<file path="config.mk">
export PLATFORM = sky130hd
export DESIGN_NAME = mult_control
export DESIGN_NICKNAME = d
export VERILOG_FILES = /design/src/rtl/mult_control.sv
export SDC_FILE = /design/constraint.sdc
export NUM_CORES = 1
export LEC_CHECK = 0
export CORE_AREA = 2 2 39 41
export CTS_CLUSTER_SIZE = 14
export DETAILED_ROUTE_END_ITERATION = 10
export DIE_AREA = 0 0 41 43
export PLACE_DENSITY = 0.55
export SETUP_SLACK_MARGIN = 0.4
export SLEW_MARGIN = 15
export SYNTH_ARGS = -nofsm -noshare
export SYNTH_HDL_FRONTEND = slang
export SYNTH_SLANG_ARGS = --single-unit
</file>
<file path="constraint.sdc">
create_clock -name Clk -period 1.5 [get_ports Clk]
set_input_delay 0.3 -clock Clk [delete_from_list [all_inputs] [get_ports Clk]]
set_output_delay 0.3 -clock Clk [all_outputs]
set_load 0.05 [all_outputs]
</file>
<file path="src/rtl/mult_control.sv">
// mult_control: sequencing FSM for the shift-add signed multiplier datapath.
// Issues one-hot clear/add/sub/shift pulses, subtracting on the last (sign) bit.
module mult_control #(
  parameter int N = 8
) (
  input  logic                 Clk,
  input  logic                 Reset,
  input  logic                 Run,
  input  logic                 ClearA_LoadB,
  input  logic                 M,
  output logic                 Clr_Ld,
  output logic                 Clr_XA,
  output logic                 Add,
  output logic                 Sub,
  output logic                 Shift,
  output logic                 Busy,
  output logic                 Done,
  output logic [$clog2(N)-1:0] Step
);
  localparam int KW = $clog2(N);
  localparam logic [KW-1:0] KLAST = KW'(N - 1);
  typedef enum logic [2:0] {IDLE, CLEAR, ADD, SHIFT, HOLD} state_t;
  state_t state, state_n;
  logic [KW-1:0] k, k_n;
  logic last;
  assign last = k == KLAST;
  always_ff @(posedge Clk) begin
    if (Reset) begin
      state <= IDLE;
      k     <= '0;
    end else begin
      state <= state_n;
      k     <= k_n;
    end
  end
  always_comb begin
    state_n = state;
    k_n     = k;
    case (state)
      IDLE:  state_n = Run ? CLEAR : IDLE;
      CLEAR: begin
        state_n = ADD;
        k_n     = '0;
      end
      ADD:   state_n = SHIFT;
      SHIFT: begin
        state_n = last ? HOLD : ADD;
        k_n     = last ? k : k + KW'(1);
      end
      HOLD:  state_n = Run ? HOLD : IDLE;
      default: state_n = IDLE;
    endcase
  end
  // Reset gates every output so nothing reaches the datapath while it is held.
  always_comb begin
    Clr_Ld = ~Reset && state == IDLE && ClearA_LoadB && ~Run;
    Clr_XA = ~Reset && state == CLEAR;
    Add    = ~Reset && state == ADD && M && ~last;
    Sub    = ~Reset && state == ADD && M && last;
    Shift  = ~Reset && state == SHIFT;
    Busy   = ~Reset && (state == CLEAR || state == ADD || state == SHIFT);
    Done   = ~Reset && state == HOLD;
    Step   = (~Reset && (state == ADD || state == SHIFT)) ? k : '0;
  end
endmodule

</file>
==> flow_summary.yaml, run 1 <==
power_and_ir_drop:
  internal_power_mw: 0.338
  powerDensity_nw_per_um2: 556
  p_sw_frac: 0.302
  p_leak_nw: 0.325
  p_switching_mw: 0.146
  ir_worst_vdd_mv: 0.500
  combPwrFrac: 0.290
  p_clk_frac: 0.339
  seq_power_share: 0.371
worst_setup_path:
  crit_path_frequent_cell: "ha_4"
  crit_fanout: 4
  r2r_slack_ns: 0.06
  reg2reg_depth: 6
  r2r_start: "k[0]"
  crit_chain: "ha_4 -> ha_4 -> and4b_4 -> buf_12"
  startpoint_type: "flop"
  critPathArrivalTime_ns: 1.35
  slowest_stage: "dfxtp_2"
  crit_type: "flop to output pin"
  r2r_end: "k[0]"
  critPathRequiredTime_ns: 1.20
  endpoint_kind: "output pin"
  max_stage_delay_ns: 0.33
drt:
  detail-route-antenna-nets: 0
  route.met3.wl_um: 53
  wl_um: 1150
  wl_met2_um: 666
  drc: 0
  first_iter_violations: 8
  wl_met1_um: 428
  first_pass_iters: 2
  num_vias: 421
  vias_per_cell: 5.07
  route.top_layer_used: "met3"
  drt-wirelength-per-cell_um: 13.8
synth:
  synth_top_area_share: 0.333
  ys_seq_area_frac: 0.333
  yosysWarningCount: 0
  ys_ff_latch: 6
  syn_avg_cell_area_um2: 8.79
  syn_inst: 41
  synth_area_um2: 360
  synth_fp_nets: 49
  yosys.area.top_type: "dfxtp_1"
  synthTopCellsByArea: "dfxtp_1 (33%), ha_1 (10%), a21oi_1 (5.6%), and4b_1 (5.6%), and3_1 (5.2%)"
  yosysUniqueCellTypes: 22
floorplan:
  core_um2: 1380
  rows: 14
  die_area_um2: 1760
  dieHeight_um: 43
  dieWidth_um: 41
  boundaryPins: 15
  start_util: 0.260
min_path:
  min_to: "state[0]"
  whs_path_depth: 3
  hold_class: "primary input to flop"
  hold_start: "Reset"
cells_and_area:
  layout.cells.non_filler: 83
  mostFrequentLayoutCells: "buf_12 (10), buf_4 (5), buf_6 (4)"
  final_area_um2: 871
  syn2layout_area_growth_pct: 142
  fin_nets: 76
  final_common_cell: "buf_12"
  antenna_cells: 0
  fillerInstances: 110
  drive_gt1_frac: 0.746
timing:
  setup_viol: 2
  finalWorstSetupSlack_ns: -0.151
  clock.fmax_mhz: 606
  worst_pin_slew_ns: 0.297
  maxSlewHeadroom: 0.800
  period_needed_ns: 1.65
  post-route-period-util: 1.10
  slew_violations: 0
  rsz0062_at_grt: "true"
  fin_skew_ns: 0.00934
  hold_ws_ns: 0.415
  hold_violations: 0
clock_tree:
  clockRootBuffer: "clkbuf_4"
  postCtsHoldBufs: 0
  clockBufferDepth: 2
  tritoncts: "built"
  cts_htree_levels: 1
  cts_buffers: 3
  clkSlewWorstSetupHoldPaths_ns: 0.05
  clock_latency_ns: 0.25
  cts.sinks: 6
run:
  maxCapViolations: 0
placement:
  dpl.hpwl_um: 783
  dpl_cell_area_um2: 752
  pre_cts_ws_ns: -0.286
  port_buffers: 14
  placed_cells: 73
  gp_congestion: 0.786
outcome:
  outcome: "complete, but fails checks"
  violations: "setup timing"
global_routing:
  grt_max_degree: 9
  grtUsageTotal: 0.153
  overflow: 0
  grt_pass1_wl_um: 1770
  grt_pass1_vias: 424
  antenna_found_initial: 0
==> synthesized netlist by cell type <==
library cell	instances
nor4b_1	1
and4_1	1
buf_2	1
and2_1	1
nand2_1	2
and3_1	3
nand3_1	1
nor3b_1	1
o21a_1	1
ha_1	3
dfxtp_1	6
and4bb_1	1
o21ai_0	3
nor3_1	2
clkbuf_1	1
and4b_1	2
nand4b_1	1
a21oi_1	4
a21boi_1	1
nand2b_1	2
nor2_1	2
nor3_2	1
==> per-stage QoR <==
step / power (mW) / util / setup TNS (ns)
6_report: 0.484 / 0.629 / -0.233
5_1_grt: 0.518 / 0.629 / -0.404
4_1_cts: 0.487 / 0.616 / -0.250
3_5_place_dp: 0.301 / 0.543 / -2.32
3_3_place_gp: 0.299 / 0.543 / -1.98
2_1_floorplan: 0.255 / - / 0
==> critical path: cells and delay by family, from the launching register on <==
family / cells / cell delay (ns)
fa+ha+maj: 2 / 0.32
flops: 1 / 0.33
buf+inv: 1 / 0.13
simple gates: 1 / 0.32
==> cells by family after synthesis <==
kind of cell    count (synthesis)  synth area share
compound gates                  9             0.139
fa+ha+maj                       3             0.104
buf+inv                         2            0.0243
flops                           6             0.333
simple gates                   21             0.399
==> final cells by class <==
class	instances	area, µm²	share of cell area
tap	16	20.0	0.0230
clock buffer	4	26.3	0.0302
timing repair buffer	24	322	0.369
multi-input combinational	33	369	0.424
sequential	6	134	0.154
==> state kept, by name (all words and copies together) (netlist names) <==
register / count
state: 3
k: 3
==> per-layer routing <==
layer  vias to the layer above  global-route usage
met5                         -                   0
met4                         0              0.0400
met3                         0              0.0785
met2                        12               0.259
met1                       202               0.156
li1                        207                   -
==> timing repair <==
| action | 4_1_cts | 5_1_grt |
|---|---|---|
| pin swaps | 10 | 4 |
| setup endpoints to repair | 14 | 14 |
| buffers inserted | 4 | 1 |
| resized for setup | 20 | 3 |
| cloned | 1 | 0 |
| hold endpoints to repair | 0 | 0 |
==> power groups by stage <==
stage	clock (mW)	combinational [mW]	sequential [mW]
6_report	0.164	0.140	0.180
4_1_cts	0.168	0.139	0.179
3_5_place_dp	0	0.119	0.182
3_3_place_gp	0	0.117	0.182
2_1_floorplan	0	0.0773	0.178
5_1_grt	0.190	0.148	0.180
==> worst max-delay path by stage <==
stage | to | slack, ns | start | cells past startpoint
after floorplan | Done | 0.07 | state[1] | 2
after global placement | Add | -0.25 | Reset | 4
after detailed placement | Done | -0.29 | Reset | 4
after CTS | Add | -0.16 | k[0] | 4
after global routing | Add | -0.21 | k[0] | 4
final | Add | -0.15 | k[0] | 4
No activity file was read; power rests on OpenSTA's default activity.
==> inputs of run 2 (changes only) <==
--- a/config.mk
+++ b/config.mk
@@ -8,3 +8,2 @@
 export CORE_AREA = 2 2 39 41
-export CTS_CLUSTER_SIZE = 14
 export DETAILED_ROUTE_END_ITERATION = 10
==> constraint.sdc (replaced) <==
create_clock -name Clk -period 1.6 [get_ports Clk]
set_input_delay 0.32 -clock Clk [delete_from_list [all_inputs] [get_ports Clk]]
set_output_delay 0.32 -clock Clk [all_outputs]
set_load 0.005 [all_outputs]
==> run 2 against run 1 <==
  * Highest routed layer is now met4
  * Critical path type unchanged
  * The run still ends with setup timing left
  * Sequential cell count stayed put
  * Hold slack better by 0.080 ns
  * Largest power group unchanged
  * Cell area is 4.9% lower
  * Die area stayed put
==> flow_summary.yaml, run 2 (synthesis gave the netlist of run 1 again) <==
clock_tree:
  clockRootBuffer: "clkbuf_4"
  cts_htree_levels: 1
  cts_buffers: 3
  clockBufferDepth: 2
  cts.sinks: 6
  postCtsHoldBufs: 0
  clkSlewWorstSetupHoldPaths_ns: 0.04
  clock_latency_ns: 0.24
  tritoncts: "built"
cells_and_area:
  top_regs: "k (3), state (3)"
  multiInputGateArea_um2: 344
  mostFrequentLayoutCells: "buf_4 (14), buf_2 (10), buf_6 (9)"
  syn2layout_area_growth_pct: 130
  fin_nets: 89
  fillerInstances: 131
  drive_gt1_frac: 0.747
  regArea_um2: 135
  final_common_cell: "buf_4"
  antenna_cells: 0
  layout.cells.non_filler: 95
timing:
  final.setup.tns_ns: -0.0311
  hold_ws_ns: 0.495
  hold_violations: 0
  worst_pin_slew_ns: 0.229
  maxSlewHeadroom: 0.846
  period_needed_ns: 1.63
  rsz0062_at_grt: "true"
  post-route-period-util: 1.02
  clock.fmax_mhz: 613
  fin_skew_ns: 0.000353
  slew_violations: 0
  finalWorstSetupSlack_ns: -0.0311
  setup_viol: 1
worst_setup_path:
  crit_fanout: 3
  critPathBufInv: 2
  critPathRequiredTime_ns: 1.28
  crit_type: "flop to output pin"
  endpoint_kind: "output pin"
  startpoint_type: "flop"
  crit_path_frequent_cell: "ha_4"
  crit_chain: "ha_4 -> buf_6 -> ha_4 -> and4b_1 -> buf_2"
  cp_top_family: "flip-flops"
  critPathArrivalTime_ns: 1.31
  max_stage_delay_ns: 0.33
  slowest_stage: "dfxtp_2"
global_routing:
  grt_pass1_wl_um: 1740
  overflow: 0
  grt-busiest-layer: "met2"
  grtUsageTotal: 0.148
  use_met1: 0.197
  use_met2: 0.213
  antenna_found_initial: 0
  met3_usage: 0.0157
  grt_max_degree: 8
  grt_pass1_vias: 401
drt:
  vias_per_cell: 4.87
  drc: 0
  num_vias: 463
  wl_um: 1220
  detail-route-antenna-nets: 0
  first_iter_violations: 3
  first_pass_iters: 2
  drt-wirelength-per-cell_um: 12.8
floorplan:
  dieHeight_um: 43
  rows: 14
  boundaryPins: 15
  start_util: 0.260
  die_area_um2: 1760
  core_um2: 1380
  dieWidth_um: 41
placement:
  port_buffers: 14
  placed_cells: 80
  dpl.hpwl_um: 724
  gp_congestion: 0.697
  pre_cts_ws_ns: -0.492
power_and_ir_drop:
  p_total_mw: 0.416
  ir_worst_vdd_mv: 0.330
  p_leak_nw: 0.372
  powerDensity_nw_per_um2: 502
outcome:
  outcome: "complete, but fails checks"
  violations: "setup timing"
min_path:
  hold_class: "primary input to flop"
run:
  maxCapViolations: 0
## run 2: cell types whose count changed in the layout (fill, tap and decap cells not counted), moves of 2 or more
cell	delta
buf_6	+5
and4b_1	+2
and4b_4	-2
buf_2	+8
and3_1	+2
buf_12	-9
buf_4	+9
## run 2: layout make-up
| class | instances | share of cell area |
|---|---|---|
| repair buffers | 37 | 0.370 |
| flip-flops and latches | 6 | 0.163 |
| multi-input cells | 33 | 0.415 |
| clock buffers | 3 | 0.0272 |
| well taps | 16 | 0.0242 |
## run 2: routing by layer
layer,vias up,part of all wire
met3,2,0.054
met5,-,0
met2,13,0.50
li1,235,-
met1,213,0.43
met4,0,0.016
## run 2: through the flow
step | util | cell area, µm²
after floorplan | - | 392
after global placement | 0.461 | 638
after detailed placement | 0.461 | 638
final | 0.599 | 828
after CTS | 0.559 | 773
after global routing | 0.599 | 828
## run 2: path summary, 6_finish.rpt
check        slack (ns)      from  cells after the start       end
max               -0.03      k[1]                      5       Add
min                0.49     Reset                      3  state[2]
max reg2reg        0.05      k[1]                      8      k[1]
min reg2reg        0.52  state[2]                      2  state[2]
## run 2: worst min-delay path: cells and delay by family
family,cells,cell delay [ns]
AO/OA/AOI/OAI,1,0.04
buffers and inverters,2,0.34
## run 2: repair_timing
action                                 in CTS  in global routing
pin swaps                                  14                  5
resized for setup                          61                 18
setup buffers                               6                  6
endpoints found under the hold margin       0                  0
setup endpoints to repair                  13                 14
## run 2: power breakdown
| group | switching, mW | leakage [nW] | internal, mW |
|---|---|---|---|
| logic | 0.0444 | 0.306 | 0.0721 |
| registers | 0.0100 | 0.0524 | 0.154 |
| clock network | 0.0515 | 0.0138 | 0.0846 |
